### src/rtl/code_rx_controller.sv
// rtl/code_rx_controller.sv - serial frame sequencer with Hamming(7,4) decode and 2-entry output FIFO
module code_rx_controller #(
    parameter int FRAME_BITS = 8,
    parameter int RX_LATENCY = 1,
    parameter int MIN_GAP    = 3
) (
    input  logic       clock,
    input  logic       reset,
    input  logic       io_input,
    input  logic [7:0] rx_data,
    output logic       rx_clear,
    output logic       out_valid,
    input  logic       out_ready,
    output logic [3:0] out_data,
    output logic       out_corrected,
    output logic [2:0] out_syndrome,
    output logic [7:0] frame_err_cnt,
    output logic [7:0] overflow_cnt
);

    typedef enum logic [2:0] {IDLE, RECV, WAIT, CAPTURE, GAP} state_t;

    localparam logic [4:0] BIT_LAST  = 5'(FRAME_BITS);
    localparam logic [4:0] WAIT_LAST = 5'((RX_LATENCY > 0) ? RX_LATENCY - 1 : 0);
    localparam logic [3:0] GAP_LAST  = 4'(MIN_GAP);

    state_t     state_q, state_d;
    logic [4:0] cnt_q, cnt_d;
    logic [3:0] gap_q, gap_d;
    logic [7:0] head_q, head_d;
    logic       head_valid_q, head_valid_d;
    logic [7:0] tail_q, tail_d;
    logic       tail_valid_q, tail_valid_d;
    logic [7:0] ferr_q, ferr_d;
    logic [7:0] ovf_q, ovf_d;

    logic       capture;
    logic       gap_err;
    logic [7:1] pos;
    logic [7:1] fixed;
    logic [2:0] syn;
    logic [7:0] new_entry;
    logic       pop, push_req, push, full, ovf_inc, ferr_inc;

    // Entry layout: {data[3:0], corrected, syndrome[2:0]}
    always_comb begin
        pos = {rx_data[0], rx_data[1], rx_data[2], rx_data[3],
               rx_data[4], rx_data[5], rx_data[6]};
        syn = {pos[4] ^ pos[5] ^ pos[6] ^ pos[7],
               pos[2] ^ pos[3] ^ pos[6] ^ pos[7],
               pos[1] ^ pos[3] ^ pos[5] ^ pos[7]};
        for (int i = 1; i <= 7; i++) begin
            fixed[i] = pos[i] ^ (syn == 3'(i));
        end
        new_entry = {fixed[3], fixed[5], fixed[6], fixed[7], |syn, syn};
    end

    always_comb begin
        state_d = state_q;
        cnt_d   = cnt_q;
        gap_d   = gap_q;
        capture = 1'b0;
        gap_err = 1'b0;
        case (state_q)
            IDLE: begin
                if (io_input) begin
                    state_d = RECV;
                    cnt_d   = 5'd1;
                end
            end
            RECV: begin
                if (cnt_q + 5'd1 == BIT_LAST) begin
                    cnt_d   = 5'd0;
                    state_d = (RX_LATENCY == 0) ? CAPTURE : WAIT;
                end else begin
                    cnt_d = cnt_q + 5'd1;
                end
            end
            WAIT: begin
                if (cnt_q == WAIT_LAST) begin
                    state_d = CAPTURE;
                    cnt_d   = 5'd0;
                end else begin
                    cnt_d = cnt_q + 5'd1;
                end
            end
            CAPTURE: begin
                capture = 1'b1;
                state_d = GAP;
                gap_d   = 4'd0;
            end
            GAP: begin
                // Any high restarts the quiet-time requirement from zero.
                if (io_input) begin
                    gap_err = 1'b1;
                    gap_d   = 4'd0;
                end else if (gap_q + 4'd1 == GAP_LAST) begin
                    state_d = IDLE;
                    gap_d   = 4'd0;
                end else begin
                    gap_d = gap_q + 4'd1;
                end
            end
            default: state_d = IDLE;
        endcase
    end

    always_comb begin
        pop          = head_valid_q & out_ready;
        push_req     = capture & rx_data[7];
        full         = head_valid_q & tail_valid_q;
        push         = push_req & (~full | pop);
        ovf_inc      = push_req & full & ~pop;
        ferr_inc     = (capture & ~rx_data[7]) | gap_err;
        head_d       = head_q;
        head_valid_d = head_valid_q;
        tail_d       = tail_q;
        tail_valid_d = tail_valid_q;
        if (pop) begin
            if (tail_valid_q) begin
                head_d       = tail_q;
                head_valid_d = 1'b1;
                tail_valid_d = push;
                if (push) tail_d = new_entry;
            end else begin
                head_valid_d = push;
                if (push) head_d = new_entry;
            end
        end else if (push) begin
            if (!head_valid_q) begin
                head_d       = new_entry;
                head_valid_d = 1'b1;
            end else begin
                tail_d       = new_entry;
                tail_valid_d = 1'b1;
            end
        end
        ferr_d = (ferr_inc && ferr_q != 8'hFF) ? ferr_q + 8'd1 : ferr_q;
        ovf_d  = (ovf_inc && ovf_q != 8'hFF) ? ovf_q + 8'd1 : ovf_q;
    end

    always_ff @(posedge clock or negedge reset) begin
        if (!reset) begin
            state_q      <= IDLE;
            cnt_q        <= 5'd0;
            gap_q        <= 4'd0;
            head_q       <= 8'd0;
            head_valid_q <= 1'b0;
            tail_q       <= 8'd0;
            tail_valid_q <= 1'b0;
            ferr_q       <= 8'd0;
            ovf_q        <= 8'd0;
        end else begin
            state_q      <= state_d;
            cnt_q        <= cnt_d;
            gap_q        <= gap_d;
            head_q       <= head_d;
            head_valid_q <= head_valid_d;
            tail_q       <= tail_d;
            tail_valid_q <= tail_valid_d;
            ferr_q       <= ferr_d;
            ovf_q        <= ovf_d;
        end
    end

    assign rx_clear      = (state_q == CAPTURE);
    assign out_valid     = head_valid_q;
    assign out_data      = head_q[7:4];
    assign out_corrected = head_q[3];
    assign out_syndrome  = head_q[2:0];
    assign frame_err_cnt = ferr_q;
    assign overflow_cnt  = ovf_q;

endmodule
### config.mk
export PLATFORM = sky130hd
export DESIGN_NAME = code_rx_controller
export DESIGN_NICKNAME = d
export VERILOG_FILES = /design/src/rtl/code_rx_controller.sv
export SDC_FILE = /design/constraint.sdc
export NUM_CORES = 1
export LEC_CHECK = 0
export CAP_MARGIN = 20
export CORE_ASPECT_RATIO = 1.75
export CORE_MARGIN = 3
export CORE_UTILIZATION = 35
export CTS_CLUSTER_DIAMETER = 80
export CTS_CLUSTER_SIZE = 20
export DETAILED_ROUTE_END_ITERATION = 10
export HOLD_SLACK_MARGIN = 0.06
export PLACE_DENSITY = 0.6
export SLEW_MARGIN = 20
export SYNTH_ARGS = -nofsm -noshare
export SYNTH_HDL_FRONTEND = slang
export SYNTH_SLANG_ARGS = --single-unit
### constraint.sdc
create_clock -name clock -period 3.2 [get_ports clock]
set_clock_uncertainty 0.15 [all_clocks]
set_input_delay 0.64 -clock clock [delete_from_list [all_inputs] [get_ports clock]]
set_output_delay 0.64 -clock clock [all_outputs]
set_load 0.02 [all_outputs]
# --- After elaboration in Yosys (flattened, before gate mapping) ---
# Cells that the tools add are included.
op_classes:
  n_addsub: 4
  n_mul: 0
  n_div: 0
  magnitude_cmp: 0
  n_eq_ne: 19
  shifts: 0
  mux: 32
  bitwise: 25
  reduce_logical: 15
op_table:
  columns: ["operator", "n"]
  rows:
  - ["$mux 8", 9]
  - ["$add 8x1->8 const B", 2]
  - ["$ne 8x8->1 const B", 2]
  - ["$mux 3", 5]
  - ["$mux 5", 3]
  - ["$pmux 3 s5", 1]
  - ["$pmux 5 s3", 1]
  - ["$xor 1x1->1", 13]
  - ["$eq 3x3->1 const B", 4]
  - ["$ne 2x2->1 const B", 6]
  - ["$mux 1", 10]
  - ["$eq 3x2->1 const B", 3]
  - ["$mux 4", 2]
  - ["$pmux 4 s2", 1]
  - ["$reduce_bool 2->1", 4]
  - ["$and 1x1->1", 7]
  - ["$reduce_and 3->1", 2]
  - ["$add 5x1->5 const B", 1]
  - ["$eq 5x4->1 const B", 1]
  - ["$logic_not 5->1", 1]
  - ["$reduce_and 5->1", 1]
  - ["$add 4x1->4 const B", 1]
  - ["$eq 4x2->1 const B", 1]
  - ["$reduce_and 2->1", 2]
  - ["other kinds (8)", 12]
totals:
  ff_bits: 46
  latchBits: 0
  mem_bits_rw: 0
  rom_bits: 0
  in_bits: 12
  output_inout_bits: 26
  elab_cells: 104
  memories: 0

# --- Longest topological paths before layout ---
# Gate-level depths: netlist of run 1.
depth:
  depth_word: 8
  ltp_mapped: 8
  depth_no_buf: 7

# --- Worst setup path before layout of run 1 ---
# OpenSTA, ideal clock, no wires.
synth_path:
  path_kind: "input to register"
  startpoint: "input port rx_data[2]"
  endpoint: "register head_q[5]"
  setup_time_ps: 65
  arrival_ps: 1992
  required_time_ps: 2985
  slack_ps: 993
  cell_stages: 5
  path_buffers: 0
  cell_sequence: "xnor3_2 xor2_2 or4_1 a31oi_1 mux2_2"
synth_between:
  elab_chain_len: 8
  elab_cells_between_ends: 12
  cone_classes: "eq/ne (1); mux (5); bitwise (6)"
synth_lines:
  columns: ["item", "line_no", "text"]
  rows:
  - ["start: declaration", "10", "input logic [7:0] rx_data,"]
  - ["$xor 1x1->1 (3 in a row)", "49", "syn = {pos[4] ^ pos[5] ^ pos[6] ^ pos[7],"]
  - ["$eq 3x3->1 (*)", "53", "fixed[i] = pos[i] ^ (syn == 3'(i));"]
  - ["$xor 1x1->1 (*)", "53", null]
  - ["$mux 8, on equally long branches", "130, 127", null]
  - ["$mux 8, on equally long branches", "129, 120", null]
  - ["$mux 8 (*)", "119", "if (pop) begin"]
  - ["end signal: assignment", "147", "head_q <= 8'd0;"]
  - ["end signal: assignment", "157", "head_q <= head_d;"]
  - ["end: declaration", "30", "logic [7:0] head_q, head_d;"]
# Every way passes the cells marked *; elsewhere a longest branch is shown, timed or not. The select of a mux whose other input is x is not followed.
# A chain may end at the register's enable or synchronous reset.

# --- Worst setup path after layout of run 1 ---
layout_path:
  startpoint: "register state_q[1]"
  endpoint: "output port rx_clear"
layout_between:
  elab_chain_len: 1
layout_lines:
  columns: ["item", "line_no", "text"]
  rows:
  - ["start: declaration", "27", "state_t state_q, state_d;"]
  - ["start signal: assignment", "154", "state_q <= state_d;"]
  - ["$eq 3x2->1", "166", "assign rx_clear = (state_q == CAPTURE);"]
  - ["end: declaration", "11", "output logic rx_clear,"]
# Every way passes these cells.

==> results of run 1 <==
-- metrics by stage --
stage                     total power [W]  instances
after CTS                         0.00206        371
after detailed placement          0.00147        363
final                             0.00203        371
after global placement            0.00146        363
after global routing              0.00217        371
after floorplan                   0.00123        248
-- registers in the layout, indices dropped and copies added, names as in the netlist --
name           cells
cnt_q              5
gap_q              4
overflow_cnt       8
head_q             8
state_q            3
tail_q             8
tail_valid_q       1
out_valid          1
frame_err_cnt      8
-- power breakdown --
part	internal (W)	switching, W	total (W)
sequential	0.000694	0.000133	0.000827
combinational	0.000306	0.000318	0.000624
clock	0.000365	0.000215	0.000580
-- final timing paths --
path                               endpoint  slack (ps)  cells past startpoint        from
min                                gap_q[1]         200                      1       reset
max in group asynchronous         head_q[1]        2280                      1       reset
max reg2reg                frame_err_cnt[1]         900                      4  state_q[1]
min in group clock                head_q[1]         330                      2   head_q[1]
min reg2reg                       head_q[1]         330                      2   head_q[1]
max                                rx_clear         540                      3  state_q[1]
-- synthesized netlist by cell type, types with 6 or more instances --
master and instances:
nand3_1 8, xnor2_1 18, a21oi_1 9, nand2_1 26
nand2b_1 6, mux2_2 6, ha_1 6, nand4_1 8
nor2_1 15, o31ai_1 6, o21ai_0 19, dfrtp_1 46
inv_1 7
-- routing by layer --
layer / vias to the layer above / track usage
li1: 963 / -
met1: 929 / 0.151
met2: 40 / 0.227
met3: 8 / 0.0256
met4: 0 / 0.0600
met5: - / 0
-- placed cells by master (no fill, tap or decap), types with 3 or more instances in the layout --
cell             netlist  routed
clkbuf_16              0       5
a21oi_1                9       9
xor2_1                 4       4
a31oi_1                5       5
nand3_1                8       8
nor3_1                 5       5
nor2_1                15      15
nand2b_1               6       6
or4_1                  3       3
ha_1                   6       6
mux2i_1                3       3
xnor2_1               18      18
nand2_1               26      26
o21ai_0               19      19
mux2_2                 6       6
nand4_1                8       8
clkdlybuf4s50_1        0      36
dfrtp_1               46      46
and3_1                 5       5
inv_1                  7       7
o31ai_1                6       6
a21o_1                 5       5
-- worst reg2reg max path, delay by kind of cell, from the launching register on --
kind | cells | cell delay [ps]
AND/OR/NAND/NOR | 1 | 570
multiplexers | 1 | 380
flip-flops | 1 | 510
AO/OA/AOI/OAI | 2 | 570
-- layout make-up --
class / instances / area [sq um]
Timing Repair Buffer: 38 / 375
Inverter: 7 / 26.3
Clock inverter: 3 / 40.0
Multi-Input combinational cell: 188 / 1290
Tap cell: 84 / 105
Clock buffer: 5 / 125
Sequential cell: 46 / 1150
Fill cell: 706 / 3800
-- cell families after synthesis --
group | Yosys count | synth area share
AOI/OAI and AO/OA | 58 | 0.157
xor gates and xnor gates | 26 | 0.106
adders and majority gates | 6 | 0.0300
buffers and inverters | 14 | 0.0245
DFF | 46 | 0.461
muxes | 9 | 0.0391
and+or+nand+nor | 89 | 0.182
==> flow_summary.yaml, run 1 <==
timing:
  drv_slew: 0
  setup-tns-final_ps: 0
  min_period_over_period: 0.832
  fmax_ghz: 0.376
  setup_viol: 0
  post-route-min-period_ps: 2660
  worst_slack_ps: 538
  slew_headroom: 0.586
  worstMarginPinSlew_ps: 616
  hold_slack_ps: 204
  finalHoldViolCount: 0
  rsz0062_at_grt: "false"
route:
  avgViaCountPerCell: 5.23
  routedWlPerCell_um: 13.6
  antenna_left: 0
  drc: 0
  dr_wl_met3_um: 167
  vias: 1940
  dr.max_layer_used: "met4"
  drtIter0Drc: 97
  wirelength_met1_um: 2120
  met2WireLength_um: 2660
  dr.pass1.iters: 4
  wl_um: 5060
worst_setup_path:
  crit_arrival_ps: 1870
  cp_slowest_cell: "clkdlybuf4s50_1"
  critPathTopFamily: "buffers and inverters"
  end_kind: "output pin"
  start_kind: "flip-flop"
  path_class: "reg -> out"
  slowest_delay_ps: 640
  cp_max_fo: 12
  crit_buf_inv: 2
  cp.required_ps: 2410
  cp_cell_sequence: "nand3b_1, inv_1, clkdlybuf4s50_1"
yosys:
  ys_ff_latch: 46
  syn_avg_cell_area_sq_um: 10.1
  yosysTopAreaCell: "dfrtp_1"
  synthFlopType: "dfrtp_1"
  synth_area_sq_um: 2500
  ys_seq_area_frac: 0.461
  ys_types: 46
  yosys-top-cells-area: "dfrtp_1 (46%), xnor2_1 (6.3%), nand2_1 (3.9%)"
  yosysWarnings: 0
  ys_async_sr_fraction: 1.00
  syn-num-nets: 266
  synth_edf_count: 0
  synth_top_area_frac: 0.461
  syn_inst: 248
place:
  pre_cts_ws_ps: 312
  port_buffers: 37
  routabilityCongestion: 0.838
  dp_hpwl_um: 3800
  place_area_sq_um: 2940
clocking:
  cts.sinks: 46
  worst_skew_pair.late_latency_ps: 290
  cts-root-buf: "clkbuf_16"
  post-cts-setup-buffers: 0
  cts_tree: "done"
  ctsResizeCount: 0
  cts_hold_repair.buffers: 0
  cts.clk_slew.worst_paths_ps: 60
  cts_buffer_depth: 2
  htreeDepth: 2
  cts_buffers: 5
grt:
  grt_use_total: 0.130
  grt_max_degree: 47
  gr-total-overflow: 0
  antenna_found_initial: 0
  grt_pass1_wl_um: 8690
  grt_pass1_vias: 1858
floorplan:
  rows: 40
  core_area_sq_um: 6910
  chipHeight_um: 118
  io_pins: 38
  die_area_sq_um: 8230
  start_util: 0.362
  dieWidth_um: 69.9
final_layout:
  layout-drive-gt1-share: 0.0801
  design_area_sq_um: 3110
  area_growth_pct: 24.4
  antenna_cells: 0
  layout.nets: 304
  fin_util: 0.450
flow_run:
  max_cap_violations: 0
power_and_ir_drop:
  peakVddDrop_mv: 0.324
  p_per_area_nw_per_um2: 653
  power_leakage_nw: 1.39
hold_path:
  hold_path_class: "in -> async"
outcome:
  status: "completed"
Power figures use the tool's default switching activity.
==> run 2: changes to the inputs <==
--- a/config.mk
+++ b/config.mk
@@ -13,7 +13,7 @@
 export CTS_CLUSTER_SIZE = 20
 export DETAILED_ROUTE_END_ITERATION = 10
 export HOLD_SLACK_MARGIN = 0.06
-export PLACE_DENSITY = 0.6
+export PLACE_DENSITY = 0.62
 export SLEW_MARGIN = 20
 export SYNTH_ARGS = -nofsm -noshare
 export SYNTH_HDL_FRONTEND = slang
==> constraint.sdc (replaced) <==
create_clock -name clock -period 2.4 [get_ports clock]
set_clock_uncertainty 0.15 [all_clocks]
set_input_delay 0.48 -clock clock [delete_from_list [all_inputs] [get_ports clock]]
set_output_delay 0.48 -clock clock [all_outputs]
set_load 0.02 [all_outputs]
==> run 2 against run 1 <==
Net effect:
- combinational power rose by 47%
- power is 34% higher
- clock-buffer cell count increased by 1
- non-clock buffer count grew 21
- utilization increased by 2.1 points
- flip-flop and latch count did not move
- clock power increased by 24%
- worst hold slack worse by 84 ps
- worst setup slack got worse by 430 ps
- final cell count rose by 5.7%
- routed wire length up 5.5%
- largest cell class unchanged
- largest power group unchanged
==> flow_summary.yaml, run 2 (synthesis gave the netlist of run 1 again) <==
timing:
  post-route-min-period_ps: 2290
  worstMarginPinSlew_ps: 613
  finalHoldViolCount: 0
  fmax_ghz: 0.436
  setup_viol: 0
  rsz0062_at_grt: "true"
  slew_headroom: 0.591
  min_period_over_period: 0.956
  drv_slew: 0
power_and_ir_drop:
  swShare: 0.341
  clkPwrFrac: 0.264
  peakVddDrop_mv: 0.405
  p_total_w: 0.00272
  intPower_w: 0.00179
  p_per_area_nw_per_um2: 838
  power_leakage_nw: 1.50
  switchingPower_w: 0.000930
  combPwrFrac: 0.338
  pwr-share-seq: 0.399
clocking:
  cts_hold_repair.buffers: 0
  htreeDepth: 2
  cts-root-buf: "clkbuf_16"
  cts.clk_slew.worst_paths_ps: 60
  cts_buffers: 5
  cts_buffer_depth: 2
  worst_skew_pair.late_latency_ps: 290
  cts.sinks: 46
  ctsResizeCount: 0
  post-cts-setup-buffers: 0
  cts_tree: "done"
floorplan:
  rows: 40
  chipHeight_um: 118
  die_area_sq_um: 8230
  start_util: 0.362
  io_pins: 38
  core_area_sq_um: 6910
  dieWidth_um: 69.9
final_layout:
  layout_commonest_cell: "dfrtp_1"
  antenna_cells: 0
  multi_input_area_sq_um: 1290
  mostFrequentLayoutCells: "dfrtp_1 (46), clkdlybuf4s50_1 (35), nand2_1 (26), buf_4 (22), o21ai_0 (19)"
  layout-drive-gt1-share: 0.143
  area_growth_pct: 30.2
  design_area_sq_um: 3250
  layout.nets: 325
  seqCellArea_sq_um: 1150
  fillers: 676
worst_setup_path:
  crit_arrival_ps: 2380
  start_kind: "input pin"
  r2r_end: "overflow_cnt[1]"
  r2r_slack_ps: 350
  path_class: "in -> reg"
  cp_max_fo: 5
  end_kind: "flip-flop"
  worst_r2r_path_depth: 5
  r2r-start: "overflow_cnt[0]"
  cp.required_ps: 2480
place:
  port_buffers: 37
  place_area_sq_um: 3100
  routabilityCongestion: 0.757
  dp_hpwl_um: 3920
route:
  antenna_left: 0
  avgViaCountPerCell: 5.18
  dr.pass1.iters: 4
  drtIter0Drc: 137
  routedWlPerCell_um: 13.6
  vias: 2030
  wl_um: 5340
  drc: 0
grt:
  grt_pass1_vias: 2072
  grt_pass1_wl_um: 9600
  grt_use_total: 0.144
  gr-total-overflow: 0
  antenna_found_initial: 0
  grt_max_degree: 47
outcome:
  status: "completed"
hold_path:
  hold_path_class: "in -> async"
flow_run:
  max_cap_violations: 0
## run 2: cell count changes in the layout (fill, tap and decap cells not counted)
cell	previous run	this run
buf_4	2	22
buf_2	0	1
bufinv_16	1	0
clkbuf_8	0	1
clkdlybuf4s50_1	36	35
clkinv_2	2	1
clkinvlp_4	0	1
dlymetal6s2s_1	0	1
## run 2: worst max-delay path by stage
stage | start | to | slack, ps
after floorplan | overflow_cnt[0] | overflow_cnt[6] | 300
after global routing | rx_data[0] | head_q[3] | -8
after detailed placement | rx_data[2] | head_q[5] | -200
after CTS | state_q[2] | rx_clear | 50
after global placement | rx_data[2] | head_q[5] | -170
final | rx_data[2] | head_q[5] | 110
## run 2: final cells by class
cell class / instances / area share
Multi-Input combinational cell: 188 / 0.395
Sequential cell: 46 / 0.354
Timing Repair Buffer: 59 / 0.164
Clock buffer: 6 / 0.0427
Tap cell: 84 / 0.0323
Inverter: 7 / 0.00808
Clock inverter: 2 / 0.00385
## run 2: worst max-delay path: stages
cell and delay (ps):
clkdlybuf4s50_1 480, xnor3_2 470, xor2_2 190, or4_1 430, a31oi_1 170, mux2_2 150
## run 2: layer usage
| metal | vias up | wire length [um] | global-route usage |
|---|---|---|---|
| li1 | 1001 | - | - |
| met1 | 991 | 2140 | 0.153 |
| met2 | 31 | 2950 | 0.264 |
| met3 | 7 | 159 | 0.0333 |
| met4 | 0 | 97 | 0.0635 |
| met5 | - | 0 | 0 |
## run 2: per-stage QoR
| step | utilization | worst slack, ps | hold WS [ps] | std cells | setup TNS, ps |
|---|---|---|---|---|---|
| 3_5_place_dp | 0.449 | -200 | 316 | 384 | -1110 |
| 6_report | 0.471 | 105 | 120 | 392 | 0 |
| 5_1_grt | 0.471 | -8.37 | 184 | 392 | -8.37 |
| 4_1_cts | 0.471 | 54.7 | 156 | 392 | 0 |
| 2_1_floorplan | - | 297 | 34.4 | 248 | 0 |
| 3_3_place_gp | 0.449 | -166 | 313 | 384 | -824 |
## run 2: power by group through the flow
stage / sequential, W / combinational, W / clock, W
2_1_floorplan: 0.00115 / 0.000485 / 0
3_3_place_gp: 0.00110 / 0.000914 / 0
3_5_place_dp: 0.00110 / 0.000929 / 0
4_1_cts: 0.00109 / 0.000933 / 0.000740
5_1_grt: 0.00111 / 0.00104 / 0.000778
6_report: 0.00109 / 0.000920 / 0.000718
==> run 3: changes to the inputs <==
--- a/config.mk
+++ b/config.mk
@@ -8,12 +8,12 @@
 export CAP_MARGIN = 20
 export CORE_ASPECT_RATIO = 1.75
 export CORE_MARGIN = 3
-export CORE_UTILIZATION = 35
+export CORE_UTILIZATION = 49
 export CTS_CLUSTER_DIAMETER = 80
 export CTS_CLUSTER_SIZE = 20
 export DETAILED_ROUTE_END_ITERATION = 10
 export HOLD_SLACK_MARGIN = 0.06
-export PLACE_DENSITY = 0.62
+export PLACE_DENSITY = 0.8
 export SLEW_MARGIN = 20
 export SYNTH_ARGS = -nofsm -noshare
 export SYNTH_HDL_FRONTEND = slang
==> run 3 against run 2 <==
Net effect:
- worst hold slack got worse by 21 ps
- sequential power is essentially flat
- sequential share of layout area up 1.3 points
- critical endpoint is now head_q[6]
- clock-buffer cell count is 1 lower
- final cell count down 8.9%
- first-iteration DRC count down 61%
- non-clock buffer count is 3 lower
- flip-flop and latch count stayed put
- utilization increased by 19 points
- register-to-register slack lost 30 ps
==> flow_summary.yaml, run 3 (synthesis gave the netlist of run 1 again) <==
floorplan:
  die_area_sq_um: 6030
  rows: 33
  start_util: 0.522
  io_pins: 38
  dieWidth_um: 60.0
  core_area_sq_um: 4790
  chipHeight_um: 100
grt:
  antenna_found_initial: 0
  grt_use_total: 0.186
  grt_max_degree: 47
  grt_pass1_wl_um: 8700
  gr-total-overflow: 0
  grt_pass1_vias: 2017
route:
  wl_um: 5060
  dr.pass1.iters: 4
  vias: 2022
  routedWlPerCell_um: 14.2
  avgViaCountPerCell: 5.66
  drtIter0Drc: 54
  drc: 0
  antenna_left: 0
clocking:
  cts.clk_slew.worst_paths_ps: 90
  cts_buffers: 5
  cts_buffer_depth: 2
  cts_tree: "done"
  cts.sinks: 46
  cts-root-buf: "clkbuf_8"
  htreeDepth: 2
  cts_hold_repair.buffers: 0
  worst_skew_pair.late_latency_ps: 300
  post-cts-setup-buffers: 0
worst_setup_path:
  start_kind: "input pin"
  cp.required_ps: 2500
  crit_buf_inv: 1
  cp_cell_sequence: "clkdlybuf4s50_1, xnor3_2, xor2_2, or4_1, a31oi_1, mux2_2"
  r2r-start: "overflow_cnt[0]"
  r2r_slack_ps: 320
  end_kind: "flip-flop"
  r2r_end: "overflow_cnt[5]"
  cp_slowest_cell: "clkdlybuf4s50_1"
  crit_path_start: "rx_data[2]"
  crit_arrival_ps: 2420
  cp.depth: 6
  slowest_delay_ps: 490
  path_class: "in -> reg"
  critPathTopFamily: "XOR/XNOR gates"
  endpoint: "head_q[6]"
  worst_r2r_path_depth: 6
  cp_max_fo: 5
timing:
  fmax_ghz: 0.432
  post-route-min-period_ps: 2310
  setup_viol: 0
  hold_slack_ps: 98.6
  min_period_over_period: 0.965
  rsz0062_at_grt: "false"
  slew_headroom: 0.620
  drv_slew: 0
  finalHoldViolCount: 0
  worstMarginPinSlew_ps: 571
power_and_ir_drop:
  power_leakage_nw: 1.47
  p_per_area_nw_per_um2: 790
  peakVddDrop_mv: 0.475
  p_total_w: 0.00248
place:
  dp_hpwl_um: 3860
  routabilityCongestion: 0.896
  port_buffers: 37
  dp.cells: 349
hold_path:
  hold_path_class: "in -> async"
final_layout:
  final_cells: 357
  layout_commonest_cell: "dfrtp_1"
  mostFrequentLayoutCells: "dfrtp_1 (44), clkdlybuf4s50_1 (35), nand2_1 (26), o21ai_0 (19), buf_4 (19)"
  layout.nets: 322
  fin_util: 0.656
  fillers: 413
  antenna_cells: 0
  area_growth_pct: 25.8
  layout-drive-gt1-share: 0.148
outcome:
  status: "completed"
flow_run:
  max_cap_violations: 0
==> run 3: per-layer routing <==
layer / share of wire / up-vias / track usage
met4: 0.024 / 0 / 0.0768
li1: - / 994 / -
met1: 0.38 / 985 / 0.194
met2: 0.56 / 33 / 0.343
met5: 0 / - / 0
met3: 0.033 / 10 / 0.0372
==> run 3: through the flow <==
| stage | cell area [sq um] | TNS [ps] | setup slack, ps |
|---|---|---|---|
| 2_1_floorplan | 2500 | 0 | 297 |
| 3_3_place_gp | 3040 | -778 | -173 |
| 3_5_place_dp | 3040 | -1440 | -239 |
| 4_1_cts | 3130 | 0 | 29.8 |
| 5_1_grt | 3140 | 0 | 19.0 |
| 6_report | 3140 | 0 | 85.2 |
==> run 3: where the power goes <==
group | internal [W] | switching, W | total [W]
Combinational | 0.000459 | 0.000457 | 0.000916
Sequential | 0.000925 | 0.000161 | 0.00109
Clock | 0.000205 | 0.000276 | 0.000481
==> run 3: what timing repair did <==
item	CTS	global route
endpoints found under the setup margin	1	2
gates resized for setup	1	4
cloned	0	0
endpoints found under the hold margin	0	0
==> run 3: worst min path at each step <==
stage	to	startpoint
3_5_place_dp	tail_q[6]	tail_q[6]
2_1_floorplan	cnt_q[0]	reset
4_1_cts	head_q[5]	reset
5_1_grt	cnt_q[1]	reset
3_3_place_gp	tail_q[5]	tail_q[5]
6_report	overflow_cnt[7]	reset
==> run 3: final cells by class <==
class | count | area (sq um) | share of cell area
multi-input cells | 188 | 1300 | 0.414
flip-flops and latches | 46 | 1150 | 0.367
inverters | 7 | 26.3 | 0.00836
well taps | 52 | 65.1 | 0.0207
repair buffers | 56 | 510 | 0.162
clock inverters | 3 | 18.8 | 0.00597
clock buffers | 5 | 68.8 | 0.0219
